===== config.mk =====
export PLATFORM = sky130hd
export DESIGN_NAME = serial_paralelo_sync
export DESIGN_NICKNAME = d
export VERILOG_FILES = /design/src/rtl/serial_paralelo_pkg.sv /design/src/rtl/bc_detector.sv /design/src/rtl/serial_paralelo_sync.sv
export SDC_FILE = /design/constraint.sdc
export NUM_CORES = 1
export LEC_CHECK = 0
export CAP_MARGIN = 10
export CORE_MARGIN = 4
export CORE_UTILIZATION = 54
export DETAILED_ROUTE_END_ITERATION = 8
export PLACE_DENSITY = 0.79
export SLEW_MARGIN = 20
export SYNTH_ARGS = -nofsm -noshare
export SYNTH_HDL_FRONTEND = slang
export SYNTH_SLANG_ARGS = --single-unit

===== constraint.sdc =====
create_clock -name clk_32f -period 2.6 [get_ports clk_32f]
set_clock_uncertainty 0.15 [all_clocks]
set_input_delay 0.78 -clock clk_32f [delete_from_list [all_inputs] [get_ports clk_32f]]
set_output_delay 0.78 -clock clk_32f [all_outputs]
set_load 0.01 [all_outputs]

===== src/rtl/serial_paralelo_pkg.sv =====
// Shared definitions for the serial-to-parallel deserializer: FSM encoding,
// default comma symbol and a small parameter helper.
package serial_paralelo_pkg;

    typedef enum logic [1:0] {
        SEARCH = 2'd0,
        ALIGN  = 2'd1,
        ACTIVE = 2'd2
    } state_t;

    localparam logic [7:0] BC_DEFAULT = 8'hBC;

    function automatic int max2(input int a, input int b);
        return (a > b) ? a : b;
    endfunction

endpackage


===== src/rtl/bc_detector.sv =====
// Pure combinational comparator of a candidate word against the comma symbol.
module bc_detector
    import serial_paralelo_pkg::*;
#(
    parameter int               WIDTH   = 8,
    parameter logic [WIDTH-1:0] PATTERN = WIDTH'(BC_DEFAULT)
) (
    input  logic [WIDTH-1:0] word,
    output logic             match
);

    assign match = (word == PATTERN);

endmodule


===== src/rtl/serial_paralelo_sync.sv =====
// Serial-to-parallel deserializer: hunts for the comma symbol, locks after
// BC_LOCK aligned commas, then delivers every aligned non-comma word.
module serial_paralelo_sync
    import serial_paralelo_pkg::*;
#(
    parameter int               WIDTH      = 8,
    parameter logic [WIDTH-1:0] BC_PATTERN = WIDTH'(BC_DEFAULT),
    parameter int               BC_LOCK    = 4,
    parameter int               LOSS_LIMIT = 2
) (
    input  logic             clk_32f,
    input  logic             reset,
    input  logic             data_in,
    output logic [WIDTH-1:0] data_out,
    output logic             valid_out,
    output logic             active,
    output logic             IDL,
    output logic [1:0]       state_dbg
);

    localparam int CNT_W = $clog2(WIDTH);
    localparam int RUN_W = $clog2(max2(BC_LOCK, LOSS_LIMIT)) + 1;

    localparam logic [CNT_W-1:0] LAST_BIT = CNT_W'(WIDTH - 1);
    localparam logic [RUN_W-1:0] LOCK_M1  = RUN_W'(BC_LOCK - 1);
    localparam logic [RUN_W-1:0] LOSS_M1  = RUN_W'(LOSS_LIMIT - 1);
    localparam logic [RUN_W-1:0] RUN_MAX  = '1;

    state_t           state, state_nxt;
    logic [WIDTH-2:0] sr, sr_nxt;
    logic [WIDTH-1:0] word;
    logic [CNT_W-1:0] cnt, cnt_nxt;
    logic [RUN_W-1:0] bc_count, bc_nxt;
    logic [RUN_W-1:0] miss_count, miss_nxt;
    logic [WIDTH-1:0] data_nxt;
    logic             valid_nxt, active_nxt, idl_nxt;
    logic             bc_match, at_boundary;

    // Only the newest WIDTH-1 bits are stored; data_in completes the word,
    // so every decision is made on the value the shift register is about to hold.
    assign word        = {sr, data_in};
    assign sr_nxt      = word[WIDTH-2:0];
    assign at_boundary = (cnt == LAST_BIT);
    assign state_dbg   = state;

    bc_detector #(
        .WIDTH   (WIDTH),
        .PATTERN (BC_PATTERN)
    ) u_bc_detector (
        .word  (word),
        .match (bc_match)
    );

    always_ff @(posedge clk_32f) begin
        if (reset) begin
            state      <= SEARCH;
            sr         <= '0;
            cnt        <= '0;
            bc_count   <= '0;
            miss_count <= '0;
            data_out   <= '0;
            valid_out  <= 1'b0;
            active     <= 1'b0;
            IDL        <= 1'b0;
        end else begin
            state      <= state_nxt;
            sr         <= sr_nxt;
            cnt        <= cnt_nxt;
            bc_count   <= bc_nxt;
            miss_count <= miss_nxt;
            data_out   <= data_nxt;
            valid_out  <= valid_nxt;
            active     <= active_nxt;
            IDL        <= idl_nxt;
        end
    end

    // valid_out is a one-cycle strobe with no back-pressure: the consumer must
    // take data_out in the cycle valid_out is high; data_out then holds until the next word.
    always_comb begin
        state_nxt  = state;
        cnt_nxt    = at_boundary ? '0 : cnt + CNT_W'(1);
        bc_nxt     = bc_count;
        miss_nxt   = miss_count;
        data_nxt   = data_out;
        valid_nxt  = 1'b0;
        active_nxt = active;
        idl_nxt    = IDL;

        case (state)
            SEARCH: begin
                idl_nxt    = 1'b0;
                active_nxt = 1'b0;
                if (bc_match) begin
                    cnt_nxt   = '0;
                    bc_nxt    = RUN_W'(1);
                    miss_nxt  = '0;
                    state_nxt = ALIGN;
                end
            end

            ALIGN: begin
                if (at_boundary) begin
                    if (bc_match) begin
                        idl_nxt  = 1'b1;
                        miss_nxt = '0;
                        bc_nxt   = (bc_count == RUN_MAX) ? bc_count : bc_count + RUN_W'(1);
                        if (bc_count >= LOCK_M1) begin
                            state_nxt  = ACTIVE;
                            active_nxt = 1'b1;
                        end
                    end else begin
                        idl_nxt  = 1'b0;
                        bc_nxt   = '0;
                        miss_nxt = (miss_count == RUN_MAX) ? miss_count : miss_count + RUN_W'(1);
                        if (miss_count >= LOSS_M1) begin
                            state_nxt = SEARCH;
                        end
                    end
                end
            end

            ACTIVE: begin
                // Lock is only released by reset; commas here are idle fill.
                if (at_boundary) begin
                    if (bc_match) begin
                        idl_nxt = 1'b1;
                    end else begin
                        idl_nxt   = 1'b0;
                        data_nxt  = word;
                        valid_nxt = 1'b1;
                    end
                end
            end

            default: begin
                state_nxt = SEARCH;
            end
        endcase
    end

endmodule


==> metrics.md <==
| Metric | Value |
|---|---|
| Worst-Skew Late Latency | 320 ps |
| Pwr per Cell Area | 520 mW/mm² |
| Ys flop type | dfxtp_1 |
| Largest net degree at the start of global routing | 15 |
| List of most frequent post-synthesis cells | 29 x dfxtp_1, 12 x ha_1, 11 x mux2i_1, 11 x nor2_1 |
| Crit path max-delay cell type | clkdlybuf4s50_1 |
| Clock Power Share | 44.4% |
| Worst reg2reg path depth | 6 |
| Row count | 17 |
| Switching share of total power | 19.4% |
| Synth warnings | 0 |
| IO Count | 16 |
| Via Count | 1049 |
| Post-synth top area cell | dfxtp_1 |
| # resized after CTS | 0 |
| Total wire length | 2640 µm |
| Die width | 58.1 µm |
| Endpoints failing hold | 0 |
| DR WL met3 | 84 µm |
| Largest family of logic cells by synthesized area | simple AND/OR/NAND/NOR gates |
| Die Footprint | roughly 0.0034 mm² |
| PnR worst setup slack | around 280 ps |
| Port buffer count | 15 |
| EDFF count, synth | 0 |
| Outcome | complete, no violations |
| Synth Area in XOR/XNOR | 0% |
| Cell Int Power | between 600 and 700 µW |
| Sequential Area | 581 µm² |
| Pins Over Slew Limit | 0 |
| Slew HR | 66.3% |
| Multiplexer share of the synthesized area | 8.96% |
| Wl on met1 | 1310 µm |
| Grt ovf | 0 |
| Crit path capture type | flip-flop |
| Pre-antenna DRT Iters | 4 |
| First-pass GRT wire length | 4550 µm |
| Post-Syn Area | 0.00136 mm² |
| R2r setup slk | 350 ps |
| Share of layout cells above drive strength 1 | 11.4% |
| Worst path arrival time | 2410 ps |
| Simple-gate area share of the yosys netlist | 20.6% |
| Adder-cell share of the synthesized area | 11.1% |
| Min-Delay Path Class | reg2reg |
| CTS Buffer Depth | 2 |
| Crit start category | input port |
| Placed Instances | 178 |
| RSZ-0062 raised after global routing | false |
| Achievable Freq | 431 MHz |
| Metal2 WL | approximately 1200 µm |
| Share of power burned in registers | a little over half |
| Synth cell types | 40 |
| WS Path Type | in2reg |
| CTS tree | done |
| Clock Pin Slew Worst Setup and Hold Paths | 90 ps |
| Max Cap Viol | 0 |
| Area contributors post-synth | dfxtp_1 43%, ha_1 11%, mux2i_1 8.1% |
| Area taken by multi-input logic gates | 707 µm² |
| Max stage delay on crit path | roughly 430 ps |
| Critical path required time | between 2000 and 3000 ps |
| Logic pwr share | around 2.8% |
| Drt wl/cell | about 14 µm |
| FILL cells | ~180 |
| Tcrit/Tclk final | 89.2% |
| NetSw | roughly 170 µW |
| Total global-route track usage | 17.4% |
| GPL Wtd Cong | 0.834 |
| CP Max Fanout | 9 |
| Num CTS Buffers | 5 |
| Count leader, synth | dfxtp_1 |
| Final Total Pwr | 858 µW |
| Mapped Avg Cell Area | 9.96 µm² |
| Final std cells w/o fill | 186 |
| HPWL Detailed | 1980 µm |
| Die Ht | 58.1 µm |
| Yosys top cell area share | 42.8% |
| Drt initial violations | 23 |
| Antenna Violating Nets Remaining | 0 |
| Final #Nets | 172 |
| Post-synthesis async set-or-reset flop share | 0% |
| Measured slew at the worst slew-check pin | 504 ps |
| Lkg Pwr | 0.624 nW |
| Placement Setup Slack | -24.2 ps |
| Post-synthesis compound-gate area fraction | around 12% |
| CTS root buf | clkbuf_4 |
| Number of post-CTS setup repair buffers | 0 |
| VDD IR max | around 420 µV |
| Min cycle time layout | 2320 ps |
| Core area | 0.00230 mm² |
| Vias per inst | 5.64 |
| # hold bufs at CTS | 0 |
| Vias in the first global route | 1029 |
| #FFs+latches synth | 29 |
| Cells after Synth | 136 |
| Initial core utilization | about three fifths |
| CTS Sinks | 29 |
| DR DRC count | 0 |
| Net Count, Synth | 151 |
| Area delta synth->final | 21.7% |
| Number of setup violations in the final report | 0 |
| Register area share after synthesis | 42.8% |
| Hold depth | 1 |
| N_diodes | 0 |
| H-tree level count | 2 |
| Max Used Layer | met4 |
| Initial antenna violation count | 0 |
| Crit-path cells | clkdlybuf4s50_1 > and4bb_1 > and2_1 > o211a_1 > mux2i_1 |
==> cell type report <==
type | instances | area share [%]
flip-flops and latches | 29 | 35.2
well taps | 28 | 2.12
clock inverters | 1 | 1.82
clock buffers | 7 | 3.34
repair buffers | 22 | 13.1
multi-input cells | 92 | 42.9
inverters | 7 | 1.59
==> flip-flops by register name, indices dropped and copies added (netlist names) <==
| register | cells |
|---|---|
| data_out | 8 |
| valid_out | 1 |
| bc_count | 3 |
| state_dbg | 2 |
| active | 1 |
| miss_count | 3 |
| IDL | 1 |
| sr | 7 |
| cnt | 3 |
==> cell families (layout without fill, tap and decap cells) <==
family,count (synthesis),in the layout
multiplexers,12,12
flip-flops,29,29
AO/OA/AOI/OAI,22,22
AND/OR/NAND/NOR,46,46
buffers and inverters,15,37
adder cells (fa/ha/maj),12,12
==> critical path, delay by kind of cell <==
family	cells	cell delay [ps]
compound gates	1	260
mux	1	230
simple gates	2	700
buf+inv	1	430
==> power groups by stage <==
stage | logic (mW) | registers, mW | clock network, mW
global placement | 0.0223 | 0.464 | 0
CTS | 0.0239 | 0.453 | 0.387
finish | 0.0237 | 0.453 | 0.381
global route | 0.0268 | 0.455 | 0.410
floorplan | 0.0134 | 0.463 | 0
detailed placement | 0.0239 | 0.464 | 0
==> through the flow <==
stage / hold WS (ps) / setup TNS, ps / utilization, % / area [µm²]
final: 279 / 0 / 71.8 / 1650
after global routing: 310 / 0 / 71.8 / 1650
after CTS: 281 / 0 / 71.8 / 1650
after detailed placement: 268 / -24.2 / 68.1 / 1560
after global placement: 265 / 0 / 68.1 / 1560
after floorplan: 253 / 0 / - / 1360
==> routing by layer <==
metal / up-vias / track usage (%)
li1: 524 / -
met1: 501 / 22.7
met2: 19 / 26.8
met3: 5 / 4.23
met4: 0 / 8.61
met5: - / 0
==> final timing paths <==
| path | from | to |
|---|---|---|
| min | cnt[0] | cnt[0] |
| min reg2reg | cnt[0] | cnt[0] |
| max | data_in | state_dbg[0] |
| max reg2reg | state_dbg[1] | miss_count[2] |
==> cells in the final DEF (no fill, tap or decap), drive strengths merged, types with 2 or more instances in the layout <==
cell           count
clkdlybuf4s50     15
nor3               3
nand2b             3
nor2b              8
o311ai             2
o21ai              3
mux2i             11
dfxtp             29
clkbuf             7
inv                7
ha                12
nor2              11
or4                2
and2               2
nand4              2
a21oi             10
nand2              3
buf                7
Note: power is estimated with default switching activity, not from simulation.
